File: config.mk
export PLATFORM = sky130hd
export DESIGN_NAME = pktunit_port_monitor
export DESIGN_NICKNAME = d
export VERILOG_FILES = /design/src/rtl/pktunit_port_monitor.sv
export SDC_FILE = /design/constraint.sdc
export NUM_CORES = 2
export LEC_CHECK = 0
export CAP_MARGIN = 20
export CORE_MARGIN = 5
export CORE_UTILIZATION = 50
export DETAILED_ROUTE_END_ITERATION = 16
export PLACE_DENSITY = 0.66
export SYNTH_ARGS = -nofsm -noshare
export SYNTH_HDL_FRONTEND = slang
export SYNTH_SLANG_ARGS = --single-unit
File: constraint.sdc
create_clock -name clk -period 11.3 [get_ports clk]
set_clock_uncertainty 0.1 [all_clocks]
set_input_delay 1.695 -clock clk [delete_from_list [all_inputs] [get_ports clk]]
set_output_delay 1.695 -clock clk [all_outputs]
set_load 0.02 [all_outputs]
File: src/rtl/pktunit_port_monitor.sv
// Passive per-port monitor for the split data/eop packet-unit streams: framing, saturating stats, error pulses.
// Optional build macro PKTMON_CLR_ON_READ_EN makes reads of statistics counters (sel 0-4) clear-on-read.
module pktunit_port_monitor #(
    parameter int NUM_PORTS     = 3,
    parameter int DATA_BYTES    = 8,
    parameter int MIN_PKT_BYTES = 60,
    parameter int MAX_PKT_BYTES = 1518
) (
    input  logic                            clk,
    input  logic                            rst,
    input  logic [NUM_PORTS-1:0]            data_v,
    input  logic [NUM_PORTS-1:0]            data_r,
    input  logic [NUM_PORTS*DATA_BYTES-1:0] eop_d,
    input  logic [NUM_PORTS-1:0]            eop_v,
    input  logic [NUM_PORTS-1:0]            eop_r,
    input  logic                            rd_en,
    input  logic [3:0]                      rd_port,
    input  logic [2:0]                      rd_sel,
    output logic [31:0]                     rd_data,
    output logic                            rd_valid,
    output logic [NUM_PORTS-1:0]            err_pulse
);

    typedef enum logic {S_IDLE = 1'b0, S_IN_PKT = 1'b1} state_t;

    localparam logic [16:0] MIN_L = 17'(MIN_PKT_BYTES);
    localparam logic [16:0] MAX_L = 17'(MAX_PKT_BYTES);

    function automatic logic [31:0] sat_add(input logic [31:0] a, input logic [31:0] b);
        logic [32:0] s;
        s = {1'b0, a} + {1'b0, b};
        return s[32] ? 32'hFFFF_FFFF : s[31:0];
    endfunction

    logic [NUM_PORTS*32-1:0] pkts_bus, bytes_bus, runt_bus, over_bus, perr_bus;
    logic [NUM_PORTS*16-1:0] cur_bus;
    logic [NUM_PORTS-1:0]    state_bus;

    for (genvar p = 0; p < NUM_PORTS; p++) begin : g_port
        state_t                state_q, state_d;
        logic [15:0]           cur_len_q, cur_len_d;
        logic [31:0]           pkts_q, pkts_d, bytes_q, bytes_d;
        logic [31:0]           runt_q, runt_d, over_q, over_d, perr_q, perr_d;
        logic                  err_q, err_d;
        logic [DATA_BYTES-1:0] eop_s, eop_m1;
        logic                  dh, eh, accept, is_last, one_hot;
        logic                  pkt_close, runt_inc, over_inc, perr_inc;
        logic [6:0]            beat_bytes;
        logic [16:0]           len_sum;
        logic [15:0]           len_sat;
        logic [4:0]            clr;

        always_comb begin
            eop_s   = eop_d[p*DATA_BYTES +: DATA_BYTES];
            eop_m1  = eop_s - DATA_BYTES'(1);
            dh      = data_v[p] & data_r[p];
            eh      = eop_v[p] & eop_r[p];
            accept  = dh & eh;
            is_last = |eop_s;
            one_hot = is_last && ((eop_s & eop_m1) == '0);

            beat_bytes = 7'(DATA_BYTES);
            if (one_hot) begin
                for (int k = 0; k < DATA_BYTES; k++) begin
                    if (eop_s[k]) beat_bytes = 7'(k + 1);
                end
            end

            // Running length including this beat; idle ports start from zero.
            len_sum = 17'(beat_bytes) + ((state_q == S_IN_PKT) ? {1'b0, cur_len_q} : 17'd0);
            len_sat = len_sum[16] ? 16'hFFFF : len_sum[15:0];

            pkt_close = accept & is_last;
            runt_inc  = pkt_close & ({1'b0, len_sat} < MIN_L);
            over_inc  = pkt_close & ({1'b0, len_sat} > MAX_L);
            perr_inc  = (dh ^ eh) | (pkt_close & ~one_hot);

            clr = '0;
`ifdef PKTMON_CLR_ON_READ_EN
            for (int s = 0; s < 5; s++) begin
                clr[s] = rd_en && (rd_port == 4'(p)) && (rd_sel == 3'(s));
            end
`endif

            state_d   = state_q;
            cur_len_d = cur_len_q;
            if (accept) begin
                if (is_last) begin
                    state_d   = S_IDLE;
                    cur_len_d = '0;
                end else begin
                    state_d   = S_IN_PKT;
                    cur_len_d = len_sat;
                end
            end

            pkts_d  = sat_add(clr[0] ? 32'd0 : pkts_q,  {31'd0, pkt_close});
            bytes_d = sat_add(clr[1] ? 32'd0 : bytes_q, pkt_close ? {16'd0, len_sat} : 32'd0);
            runt_d  = sat_add(clr[2] ? 32'd0 : runt_q,  {31'd0, runt_inc});
            over_d  = sat_add(clr[3] ? 32'd0 : over_q,  {31'd0, over_inc});
            perr_d  = sat_add(clr[4] ? 32'd0 : perr_q,  {31'd0, perr_inc});
            err_d   = perr_inc | runt_inc | over_inc;
        end

        always_ff @(posedge clk) begin
            if (rst) begin
                state_q   <= S_IDLE;
                cur_len_q <= '0;
                pkts_q    <= '0;
                bytes_q   <= '0;
                runt_q    <= '0;
                over_q    <= '0;
                perr_q    <= '0;
                err_q     <= 1'b0;
            end else begin
                state_q   <= state_d;
                cur_len_q <= cur_len_d;
                pkts_q    <= pkts_d;
                bytes_q   <= bytes_d;
                runt_q    <= runt_d;
                over_q    <= over_d;
                perr_q    <= perr_d;
                err_q     <= err_d;
            end
        end

        assign pkts_bus[p*32 +: 32]  = pkts_q;
        assign bytes_bus[p*32 +: 32] = bytes_q;
        assign runt_bus[p*32 +: 32]  = runt_q;
        assign over_bus[p*32 +: 32]  = over_q;
        assign perr_bus[p*32 +: 32]  = perr_q;
        assign cur_bus[p*16 +: 16]   = cur_len_q;
        assign state_bus[p]          = (state_q == S_IN_PKT);
        assign err_pulse[p]          = err_q;
    end

    logic [31:0] rd_data_q, rd_data_d;
    logic        rd_valid_q, rd_valid_d;

    // Out-of-range ports match no loop index and therefore read as zero.
    always_comb begin
        rd_valid_d = rd_en;
        rd_data_d  = rd_data_q;
        if (rd_en) begin
            rd_data_d = '0;
            for (int p = 0; p < NUM_PORTS; p++) begin
                if (rd_port == 4'(p)) begin
                    case (rd_sel)
                        3'd0:    rd_data_d = pkts_bus[p*32 +: 32];
                        3'd1:    rd_data_d = bytes_bus[p*32 +: 32];
                        3'd2:    rd_data_d = runt_bus[p*32 +: 32];
                        3'd3:    rd_data_d = over_bus[p*32 +: 32];
                        3'd4:    rd_data_d = perr_bus[p*32 +: 32];
                        3'd5:    rd_data_d = {16'd0, cur_bus[p*16 +: 16]};
                        3'd6:    rd_data_d = {31'd0, state_bus[p]};
                        default: rd_data_d = '0;
                    endcase
                end
            end
        end
    end

    always_ff @(posedge clk) begin
        if (rst) begin
            rd_data_q  <= '0;
            rd_valid_q <= 1'b0;
        end else begin
            rd_data_q  <= rd_data_d;
            rd_valid_q <= rd_valid_d;
        end
    end

    assign rd_data  = rd_data_q;
    assign rd_valid = rd_valid_q;

endmodule

==> results.py <==
metrics = {
    "placement": {
        "place_hpwl_um": 68040,
        "gp_congestion": 0.9097,
        "port_buffers": 81,
        "placed_cell_area_sq_um": 33090,
    },
    "cts": {
        "numCtsBuffers": 66,
        "cts_hold_buf": 0,
        "h-tree-depth": 3,
        "cts_root_buf": "clkbuf_16",
        "cts_buffer_depth": 3,
        "tritoncts": "done",
        "clock-sinks": 567,
        "path_clk_slew_ps": 60,
        "postCtsSetupBuffers": 0,
        "clkLatencyLatePin_ps": 610,
        "postCtsResizedCells": 0,
    },
    "synth": {
        "synthTopCellsByCount": "dfxtp_1, a21oi_1, nor2_1, nand2_1, xor2_1",
        "syn_nets": 4028,
        "postSynthRegisterBits": 567,
        "syn_inst": 3889,
        "synthFlopType": "dfxtp_1",
        "synth.largest_area_cell": "dfxtp_1",
        "syn-cell-area_sq_um": 31770,
        "synth_cell_types": 85,
        "synth_seq_area_share": 0.3573,
        "yosysTopAreaCellShare": 0.3573,
        "async_flop_share": 0,
        "synth_edf_count": 0,
        "synth.area.top_cells": "dfxtp_1, a21oi_1, xor2_1, nor2_1, xnor2_1",
        "yosysWarnings": 0,
        "post-synth-top-count-cell": "dfxtp_1",
        "syn_avg_cell_area_sq_um": 8.169,
    },
    "power": {
        "leakagePower_nw": 12.47,
        "p_per_area_nw_per_um2": 123.5,
        "ir_drop_v": 0.0001170,
    },
    "outcome": {
        "status": "finished, final reports clean",
    },
    "worst_setup_path": {
        "cpMaxStageDelayCell": "nand3_1",
        "cp-end-kind": "flip-flop",
        "rr_startpoint": "g_port[0].state_q",
        "worstPathArrival_ps": 9590,
        "r2r_setup_slack_ps": 4180,
        "slowest_delay_ps": 820,
        "critical_path_class": "in2reg",
        "critPathMostFrequentCell": "nor2_1",
        "path_cells": "clkdlybuf4s50_1, or4_1, maj3_1, nor2_1, o221ai_1, or2_2, nor2_1, ha_1, fa_1, a211oi_1, or4_1, nor3_1, nor2_1, nor2_1, ha_1, fa_1, a21o_1, a41o_1, a21oi_1, a2111oi_0, o211ai_1, a21oi_1, nand3_1, o21ai_0",
        "path_max_fanout": 27,
        "rr_worst_depth": 17,
        "reg2reg_to": "g_port[0].runt_q[2]",
        "crit_required_ps": 11700,
        "cp-start-kind": "primary input",
    },
    "die": {
        "core_region_area_sq_um": 62970,
        "initial_utilization": 0.5045,
        "rows": 92,
        "die_w_um": 262.1,
        "io-pin-count": 82,
        "dieArea_sq_um": 68680,
        "die_h_um": 262.1,
    },
    "timing": {
        "fin_tns_setup_ps": 0,
        "clock.fmax_mhz": 108.8,
        "fin_hold_ws_ps": 361.8,
        "grt_setup_unrepaired": "false",
        "min_period_over_period": 0.8131,
        "setup_viol": 0,
        "worst-slew-pin-transition_ps": 1281,
        "slew_violations": 0,
        "relSlewSlack": 0.1353,
        "period_needed_ps": 9188,
        "hold_viol": 0,
    },
    "route": {
        "antenna_left": 0,
        "viasPerCell": 6.160,
        "drc": 0,
        "detail_route.first_pass.iterations": 5,
        "drt-initial-drc-count": 2773,
        "wire_per_inst_um": 20.36,
        "num_vias": 29250,
        "wl_um": 96660,
    },
    "cells_and_area": {
        "diodes": 0,
        "syn_to_final_growth_pct": 11.14,
        "final_nets": 3989,
        "post-route-util": 0.5607,
        "final_area_sq_um": 35310,
        "drive_above_1_share": 0.05818,
    },
    "global_route": {
        "overflow": 0,
        "grt_pass1_wl_um": 149000,
        "grt_pass1_vias": 26360,
        "track_usage": 0.2693,
        "antenna_found_initial": 1,
        "grt_max_degree": 202,
    },
    "min_path": {
        "min_to": "rd_data[14]",
        "worstHoldStart": "rd_data[14]",
        "hold_class": "reg2reg",
        "min_path_cells": 2,
    },
    "flow_run": {
        "max_cap_violations": 0,
    },
}
[state kept, by name, indices dropped and copies added (netlist names)]
signal / count
rd_valid: 1
g_port.err_q: 3
g_port.pkts_q: 96
g_port.perr_q: 96
g_port.runt_q: 96
g_port.state_q: 3
g_port.over_q: 96
rd_data: 32
g_port.cur_len_q: 48
g_port.bytes_q: 96
[per-stage QoR]
step	std cells	setup slack (ps)	total power, mW
floorplan	3889	3683	2.164
global placement	4626	1952	2.236
detailed placement	4626	1695	2.236
CTS	4746	2283	4.389
global route	4748	1518	4.481
finish	4748	2112	4.361
[cell type report]
cell class,instances,area [sq um]
Clock buffer,88,1866
Clock inverter,32,320.3
Fill cell,5932,27660
Inverter,75,281.5
Multi-Input combinational cell,3026,19330
Sequential cell,567,11350
Tap cell,846,1059
Timing Repair Buffer,114,1102
[per-layer routing]
metal  up-vias  wire (um)  global-route usage
met1     14010      44130              0.3872
li1      14060          -                   -
met2      1015      42720              0.4221
met3       159       6869             0.04007
met5         -          0                   0
met4         0       2934             0.07915
[cell families (layout without fill, tap and decap cells)]
logic type,count (synthesis),count (layout),share of synthesized area
AOI/OAI and AO/OA,1132,1132,0.2176
xor gates and xnor gates,379,379,0.1045
adders and majority gates,98,98,0.03962
buffers and inverters,296,309,0.03588
DFF,567,567,0.3573
muxes,104,104,0.04234
and+or+nand+nor,1313,1313,0.2028
[critical path, delay by kind of cell]
family / cells / cell delay (ps)
buf+inv: 1 / 520
simple gates: 9 / 3520
compound gates: 9 / 2630
fa+ha+maj: 5 / 1230
[how the worst max path moves through the flow]
stage,cells after the start,start,slack [ps],to
CTS,24,eop_d[17],2280,g_port[2].bytes_q[7]
floorplan,27,eop_d[18],3680,g_port[2].runt_q[10]
finish,24,eop_d[17],2110,g_port[2].bytes_q[7]
global placement,24,eop_d[17],1950,g_port[2].bytes_q[0]
detailed placement,24,eop_d[17],1700,g_port[2].bytes_q[1]
global route,24,eop_d[17],1520,g_port[2].bytes_q[7]
[layout by cell type, fill, tap and decap left out, drive strengths merged, types with 13 or more instances in the layout]
cell and n:
nand2b 16, o211ai 18, and2 62, clkinv 20, nor2b 17, nor3 71
xor2 222, o22ai 26, nor4 22, or3 14, clkbuf 88, dfxtp 567
a21oi 539, mux2i 68, inv 77, a311oi 18, or2 20, o211a 14
and3 103, a22oi 153, a21o 38, a31oi 59, ha 87, a211oi 24
nand4 84, mux2 13, mux4 23, clkdlybuf4s50 77, xnor2 157, buf 37
nand2 275, nor2 374, and4 30, o21ai 133, nand3 189
[power breakdown]
part	switching (mW)	internal [mW]
registers	0.00566	2.01
clock network	0.902	1.26
logic	0.131	0.0534
total	1.04	3.32
Note: power is estimated with default switching activity, not from simulation.
